$ cat config.mk
export PLATFORM = sky130hd
export DESIGN_NAME = rot_position_counter
export DESIGN_NICKNAME = d
export VERILOG_FILES = /design/src/rtl/rot_position_counter.sv
export SDC_FILE = /design/constraint.sdc
export NUM_CORES = 1
export LEC_CHECK = 0
export ABC_AREA = 1
export CORE_ASPECT_RATIO = 0.6
export CORE_UTILIZATION = 45
export CTS_BUF_LIST = sky130_fd_sc_hd__clkbuf_4 sky130_fd_sc_hd__clkbuf_8 sky130_fd_sc_hd__clkbuf_16
export DETAILED_ROUTE_END_ITERATION = 8
export PLACE_DENSITY = 0.76
export REMOVE_ABC_BUFFERS = 1
export SLEW_MARGIN = 20
export SYNTH_ARGS = -nofsm -noshare
export SYNTH_HDL_FRONTEND = slang
export SYNTH_SLANG_ARGS = --single-unit
$ cat constraint.sdc
create_clock -name clk -period 4 [get_ports clk]
set_input_delay 0.6 -clock clk [delete_from_list [all_inputs] [get_ports clk]]
set_output_delay 0.6 -clock clk [all_outputs]
set_load 0.02 [all_outputs]
$ cat src/rtl/rot_position_counter.sv
// Rotary encoder front end: synchronise and debounce the quadrature pins, decode
// detents with direction, and keep a WIDTH-bit position with wrap or saturate limits.
module rot_position_counter #(
    parameter int unsigned WIDTH    = 8,
    parameter int unsigned DEBOUNCE = 4,
    parameter int unsigned MAX_VAL  = (1 << WIDTH) - 1
) (
    input  logic             clk,
    input  logic             rst_n,
    input  logic             ROT_A,
    input  logic             ROT_B,
    input  logic             enable,
    input  logic             clear,
    input  logic             wrap_mode,
    input  logic [1:0]       step_sel,
    output logic [WIDTH-1:0] position,
    output logic             rot_event,
    output logic             rot_dir,
    output logic             limit_hit
);
    localparam int unsigned   CW      = (DEBOUNCE > 1) ? $clog2(DEBOUNCE) : 1;
    localparam int unsigned   EW      = WIDTH + 1;
    localparam logic [CW-1:0] CNT_MAX = CW'(DEBOUNCE - 1);
    localparam logic [EW-1:0] MAX_EXT = EW'(MAX_VAL);
    localparam logic [EW-1:0] MOD_EXT = EW'(MAX_VAL + 1);

    logic [1:0]       r_s1;
    logic [1:0]       r_s2;
    logic [1:0]       r_cand;
    logic [CW-1:0]    r_cnt;
    logic [1:0]       r_ab_stable;
    logic             r_q1;
    logic             r_q1_d;
    logic             r_q2;

    logic             w_rise;
    logic [EW-1:0]    w_pos_ext;
    logic [EW-1:0]    w_step;
    logic [EW-1:0]    w_sum;
    logic [WIDTH-1:0] w_pos_nxt;
    logic             w_lim_nxt;

    // Two-flop synchroniser for the asynchronous pin pair
    always_ff @(posedge clk or negedge rst_n) begin
        if (!rst_n) begin
            r_s1 <= 2'b00;
            r_s2 <= 2'b00;
        end else begin
            r_s1 <= {ROT_A, ROT_B};
            r_s2 <= r_s1;
        end
    end

    // A pair is accepted only after it has stayed unchanged for DEBOUNCE cycles
    always_ff @(posedge clk or negedge rst_n) begin
        if (!rst_n) begin
            r_cand      <= 2'b00;
            r_cnt       <= '0;
            r_ab_stable <= 2'b00;
        end else if (r_s2 != r_cand) begin
            r_cand <= r_s2;
            r_cnt  <= '0;
        end else if (r_cnt != CNT_MAX) begin
            r_cnt <= r_cnt + CW'(1);
        end else begin
            r_ab_stable <= r_cand;
        end
    end

    // q1 marks the 11/00 half of a detent, q2 remembers which phase led into it
    always_ff @(posedge clk or negedge rst_n) begin
        if (!rst_n) begin
            r_q1   <= 1'b0;
            r_q2   <= 1'b0;
            r_q1_d <= 1'b0;
        end else begin
            r_q1_d <= r_q1;
            case (r_ab_stable)
                2'b11:   r_q1 <= 1'b1;
                2'b00:   r_q1 <= 1'b0;
                2'b01:   r_q2 <= 1'b1;
                2'b10:   r_q2 <= 1'b0;
                default: r_q1 <= r_q1;
            endcase
        end
    end

    assign w_rise = r_q1 & ~r_q1_d;

    // Next position: clear first, then enabled events with wrap/saturate handling
    always_comb begin
        w_pos_ext = {1'b0, position};
        w_step    = EW'(1) << step_sel;
        w_sum     = w_pos_ext + w_step;
        w_pos_nxt = position;
        w_lim_nxt = 1'b0;
        if (clear) begin
            w_pos_nxt = '0;
        end else if (w_rise && enable) begin
            if (!r_q2) begin
                if (w_sum > MAX_EXT) begin
                    w_lim_nxt = 1'b1;
                    w_pos_nxt = wrap_mode ? WIDTH'(w_sum - MOD_EXT) : WIDTH'(MAX_EXT);
                end else begin
                    w_pos_nxt = WIDTH'(w_sum);
                end
            end else begin
                if (w_pos_ext < w_step) begin
                    w_lim_nxt = 1'b1;
                    w_pos_nxt = wrap_mode ? WIDTH'(w_pos_ext + MOD_EXT - w_step) : '0;
                end else begin
                    w_pos_nxt = WIDTH'(w_pos_ext - w_step);
                end
            end
        end
    end

    always_ff @(posedge clk or negedge rst_n) begin
        if (!rst_n) begin
            position  <= '0;
            rot_event <= 1'b0;
            rot_dir   <= 1'b0;
            limit_hit <= 1'b0;
        end else begin
            position  <= w_pos_nxt;
            rot_event <= w_rise;
            limit_hit <= w_lim_nxt;
            if (w_rise) begin
                rot_dir <= r_q2;
            end
        end
    end

endmodule

==> impl_metrics.json <==
{
  "ctsResizeCount": 0,
  "synth-adder-area-share_pct": 10.4,
  "grt_first_pass_wirelength_um": 6310,
  "synth.area.top_cells": "dfrtp_1, nand2_1, ha_1, nand3_1, inv_1",
  "grt_setup_unrepaired": "false",
  "internal-power_mw": 0.491,
  "antenna_found_initial": 0,
  "p_seq_share_pct": 39.5,
  "final_core_util_pct": 56.8,
  "grt_pass1_vias": 1296,
  "dieArea_mm2": 0.00404,
  "hold_violations": 0,
  "pwr-share-clk_pct": 19.5,
  "die_y_um": 49.6,
  "yosys_warnings": 0,
  "die_w_um": 81.4,
  "power_per_cell_area_mw_per_mm2": 419,
  "finalCritPeriodShare_pct": 62.1,
  "outcome": "complete, no violations",
  "power_frac_comb_pct": 41.0,
  "relSlewSlack_pct": 65.7,
  "path_max_fanout": 4,
  "synth_top_family_by_area": "simple AND/OR/NAND/NOR gates",
  "grt_use_total_pct": 21.3,
  "p_total_mw": 0.815,
  "ys_seq_elements": 24,
  "ys_types": 32,
  "clock_tree.buffer_depth": 2,
  "vias": 1444,
  "cap_violations": 0,
  "drt-total-wl_um": 3660,
  "tns_ns": 0,
  "synth_mux_area_share_pct": 0,
  "synth_cells": 224,
  "synth-simple-area-share_pct": 35.4,
  "synth_top_area_share_pct": 35.3,
  "synthXorXnorAreaFrac_pct": 2.06,
  "tritoncts": "done",
  "p_leak_nw": 0.998,
  "fillers": 336,
  "drive_gt1_share_pct": 11.3,
  "first_iter_violations": 174,
  "vias_per_cell": 5.07,
  "pin_count": 20,
  "clock_skew_ns": 0.00322,
  "firstDrtPassIters": 4,
  "grt-ovfl-total": 0,
  "hold_slack_ns": 0.299,
  "post_cts_buffers": 0,
  "gp_congestion": 0.891,
  "worst_pin_slew_ns": 0.514,
  "ant_nets": 0,
  "grt_max_degree": 25,
  "crit_type": "primary input to flip-flop",
  "finalCriticalPeriod_ns": 2.49,
  "final_cell_mix": "nand2_1, nand3_1, dfrtp_1, inv_1, nor2_1",
  "clkTransAtPathRegs_ns": 0.08,
  "synth_compound_area_share_pct": 6.32,
  "area_delta_synth_final_pct": 14.3,
  "start_util_pct": 49.7,
  "max-vdd-ir-drop_mv": 0.219,
  "portBuffers": 19,
  "startpoint_type": "primary input",
  "core_mm2": 0.00342,
  "swShare_pct": 39.8,
  "maxSlewViolCount": 0,
  "rows": 16,
  "syn_avg_cell_area_um2": 7.60,
  "synth.largest_area_cell": "dfrtp_1",
  "remaining_drc_errors": 0,
  "diodes": 0,
  "fin_nets": 263,
  "wl_per_cell_um": 12.8,
  "fin_ws_ns": 1.51,
  "synthFlopType": "dfrtp_1",
  "fmax_ghz": 0.402,
  "worstHoldPathType": "primary input to asynchronous set/reset pin",
  "cts_root_buf": "clkbuf_8",
  "setup_viol": 0,
  "clock_sinks": 24,
  "layout_commonest_cell": "nand2_1",
  "htree_levels": 1,
  "syn-cell-area_mm2": 0.00170,
  "synth-seq-area-share_pct": 35.3,
  "p_sw_mw": 0.324,
  "synth_edf_count": 0,
  "holdBufCountCts": 0,
  "post-place-ws_ns": 1.25,
  "worst_ep_required_time_ns": 4.19,
  "arrival_ns": 2.68,
  "clock_latency_ns": 0.26,
  "dp_hpwl_um": 2940,
  "synth-async-reset-ratio_pct": 100,
  "worstSetupEndpointType": "flip-flop",
  "cts_buffers": 3
}
-- routing by layer --
| layer | GRT usage (%) | vias up | share of wire (%) |
|---|---|---|---|
| met4 | 5.36 | 0 | 0.44 |
| met3 | 5.19 | 2 | 11 |
| met1 | 33.9 | 653 | 50 |
| met5 | 0 | - | 0 |
| met2 | 27.9 | 56 | 39 |
| li1 | - | 733 | - |
-- Yosys cell counts (4+ instances only) --
cell     number
nand2_1      62
dfrtp_1      24
nand3_1      24
inv_1        23
nor2_1       20
ha_1         11
a21oi_1       8
o21ai_0       6
inv_2         5
nand4_1       4
-- power by group through the flow --
stage                     Clock [mW]  Sequential [mW]  Combinational, mW
after floorplan                    0            0.334              0.214
after global placement             0            0.324              0.329
after detailed placement           0            0.326              0.333
after CTS                      0.166            0.321              0.335
after global routing           0.179            0.329              0.379
final                          0.159            0.322              0.335
-- flip-flops by register name (all words and copies together) (netlist names) --
name / count
rot_dir: 1
limit_hit: 1
r_cnt: 2
r_q1_d: 1
r_cand: 2
r_q2: 1
r_q1: 1
r_ab_stable: 2
position: 8
r_s2: 2
rot_event: 1
r_s1: 2
-- metrics by stage --
step / cells / area [um2]
finish: 285 / 1940
global route: 285 / 1940
CTS: 285 / 1950
detailed placement: 281 / 1890
global placement: 281 / 1890
floorplan: 217 / 1650
-- worst max-delay path, cell delays in order --
cell and delay, ns:
clkdlybuf4s50_1 0.49, inv_1 0.06, nor2_1 0.23, inv_1 0.12, ha_1 0.34, nand2_1 0.07, nor2_1 0.11, nand3_1 0.18
nand3_2 0.17, nand2_2 0.09, inv_2 0.09, nand2_1 0.05, o21ai_1 0.08
-- area by class of cell --
cell class / count / area [um2] / area share [%]
clock buffers: 4 / 55.1 / 2.83
inverters: 31 / 125 / 6.44
multi-input cells: 162 / 922 / 47.4
flip-flops and latches: 24 / 601 / 30.9
well taps: 45 / 56.3 / 2.90
repair buffers: 19 / 185 / 9.52
-- kinds of logic (layout without fill, tap and decap cells) --
group / Yosys count / in the layout
fa+ha+maj: 13 / 13
compound gates: 19 / 19
buf+inv: 38 / 54
flops: 24 / 24
xor+xnor: 4 / 4
simple gates: 126 / 126
-- path summary, 6_finish.rpt --
kind                       slack [ns]     endpoint        start  depth (start not counted)
max                              1.51  position[0]  step_sel[0]                         13
min                              0.30  position[6]        rst_n                          1
max reg2reg                      2.07  position[1]  position[0]                          9
min reg2reg                      0.35      r_s2[1]      r_s1[1]                          0
max in group asynchronous        3.36         r_q2        rst_n                          1
min in group clk                 0.35      r_s2[1]      r_s1[1]                          0
Power figures use the tool's default switching activity.
==> RTL edit (config.mk and constraints unchanged) <==
Remove the register `rot_event`: a continuous assignment takes its place, so the output `rot_event` follows one clock earlier.
--- a/src/rtl/rot_position_counter.sv
+++ b/src/rtl/rot_position_counter.sv
@@ -118,12 +118,10 @@
     always_ff @(posedge clk or negedge rst_n) begin
         if (!rst_n) begin
             position  <= '0;
-            rot_event <= 1'b0;
             rot_dir   <= 1'b0;
             limit_hit <= 1'b0;
         end else begin
             position  <= w_pos_nxt;
-            rot_event <= w_rise;
             limit_hit <= w_lim_nxt;
             if (w_rise) begin
                 rot_dir <= r_q2;
@@ -131,5 +129,7 @@
         end
     end
 
+    assign rot_event = w_rise;
+
 endmodule
 
Behaviour: not the same (Yosys sat finds a counterexample within 10 cycles, from zero or initial values and one cycle with rst_n low).
==> RTL edit against the unedited design <==
  * Sequential cell count is 1 lower
  * Design area is 1.7% lower
  * Final cell count is 0.35% lower
  * Area after synthesis is 1.5% lower
  * Clock skew hardly changed
  * Highest routed layer is now met3
  * Total power is 4.3% lower
  * Routed wire length is 1.8% lower
  * Synthesized cell count is 0.45% lower
  * Setup slack worse by 27 ps
  * Sequential power is 4% lower
  * Non-clock buffer count stayed put
==> RTL edit: results (changes against the unedited design) <==
Parameter                              Value

Critical path
  Destination of the critical timing path    position[6]
  R2R Setup Slk    1990 ps (-80 ps)
  Worst EP arrival    2700 ps (+20 ps)

Status
  Result of the run    complete, no violations

Global route
  Global-route wire length before repair    6.11 mm (-3.2%)
  Largest net degree at the start of global routing    24 (-4.0%)
  Number of global-route vias before repair    1213 (-6.4%)
  Global-route usage over all layers    0.205 (-0.00850)
  Routing usage on met1    0.361 (+0.0218)
  Met2 usage in global routing    0.244 (-0.0355)
  Routing usage on met3    0.0505 (-0.00138)

Placed design
  Detailed Place HPWL    2.89 mm (-1.9%)
  Inst Count DP    280 (-0.36%)
  Placed Instance Area    1870 um2 (-1.3%)
  Final weighted congestion of routability-driven global placement    0.926 (+3.9%)
  Post-placement worst setup slack    1250 ps (-1.13 ps)

Route
  DR pass1 iterations    5 (+1)
  Wire length on met1    2.03 mm (+12%)
  Routed via count    1447 (+0.21%)
  Wire length on met2    1.31 mm (-8.5%)
  Total wire length    3.59 mm (-1.8%)
  WL per Instance    12.7 um (-1.5%)

Final layout
  Multi-input combinational area share    0.483 (+0.00839)
  Clock buffer count    3 (-1)
  Proportion of layout cells with a drive suffix above 1    0.113 (+0.000471)
  Non-clock buffer area fraction after layout    0.0969 (+0.00168)
  Final Util    0.561 (-0.00658)
  Number of nets in the layout    262 (-0.38%)

STA
  Measured slew at the worst slew-check pin    501 ps (-13.3 ps)

Power and ir drop
  Leakage component of the power    0.981 nW (-1.7%)
  Largest voltage drop on the vdd net    0.000292 V (+33%)

Logic synthesis
  Largest cells by area after synthesis    sky130_fd_sc_hd__dfrtp_1 (34%), sky130_fd_sc_hd__nand2_1 (14%), sky130_fd_sc_hd__ha_1 (8.2%)
  Cell Area, Synth    1680 um2 (-1.5%)
  Mean post-synth cell area    7.52 um2 (-1.0%)
  Top cells by count, synth    sky130_fd_sc_hd__nand2_1 (62), sky130_fd_sc_hd__nand3_1 (24), sky130_fd_sc_hd__dfrtp_1 (23), sky130_fd_sc_hd__inv_1 (23), sky130_fd_sc_hd__nor2_1 (20)

CTS
  Sink count of the clock tree    23 (-4.2%)
-- RTL edit: where the power goes --
| part | internal [mW] | total, mW | leakage [nW] | switching (mW) |
|---|---|---|---|---|
| clock | 0.0694 | 0.139 | 0.0255 | 0.0696 |
| sequential | 0.263 | 0.309 | 0.296 | 0.0458 |
| combinational | 0.127 | 0.332 | 0.660 | 0.205 |
| total | 0.460 | 0.780 | 0.981 | 0.320 |
-- RTL edit: logic make-up after synthesis --
| group | Yosys count | synth area share |
|---|---|---|
| simple gates | 126 | 0.359 |
| buf+inv | 38 | 0.107 |
| flops | 23 | 0.343 |
| compound gates | 19 | 0.0642 |
| fa+ha+maj | 13 | 0.106 |
| xor+xnor | 4 | 0.0209 |
-- RTL edit: worst min-delay path by stage --
stage                  end  slack, ps  cells past startpoint
2_1_floorplan    limit_hit        300                      0
3_3_place_gp       r_s2[0]        330                      0
3_5_place_dp       r_s2[0]        340                      0
4_1_cts            r_s2[0]        350                      0
5_1_grt        position[4]        330                      1
6_report         limit_hit        300                      1
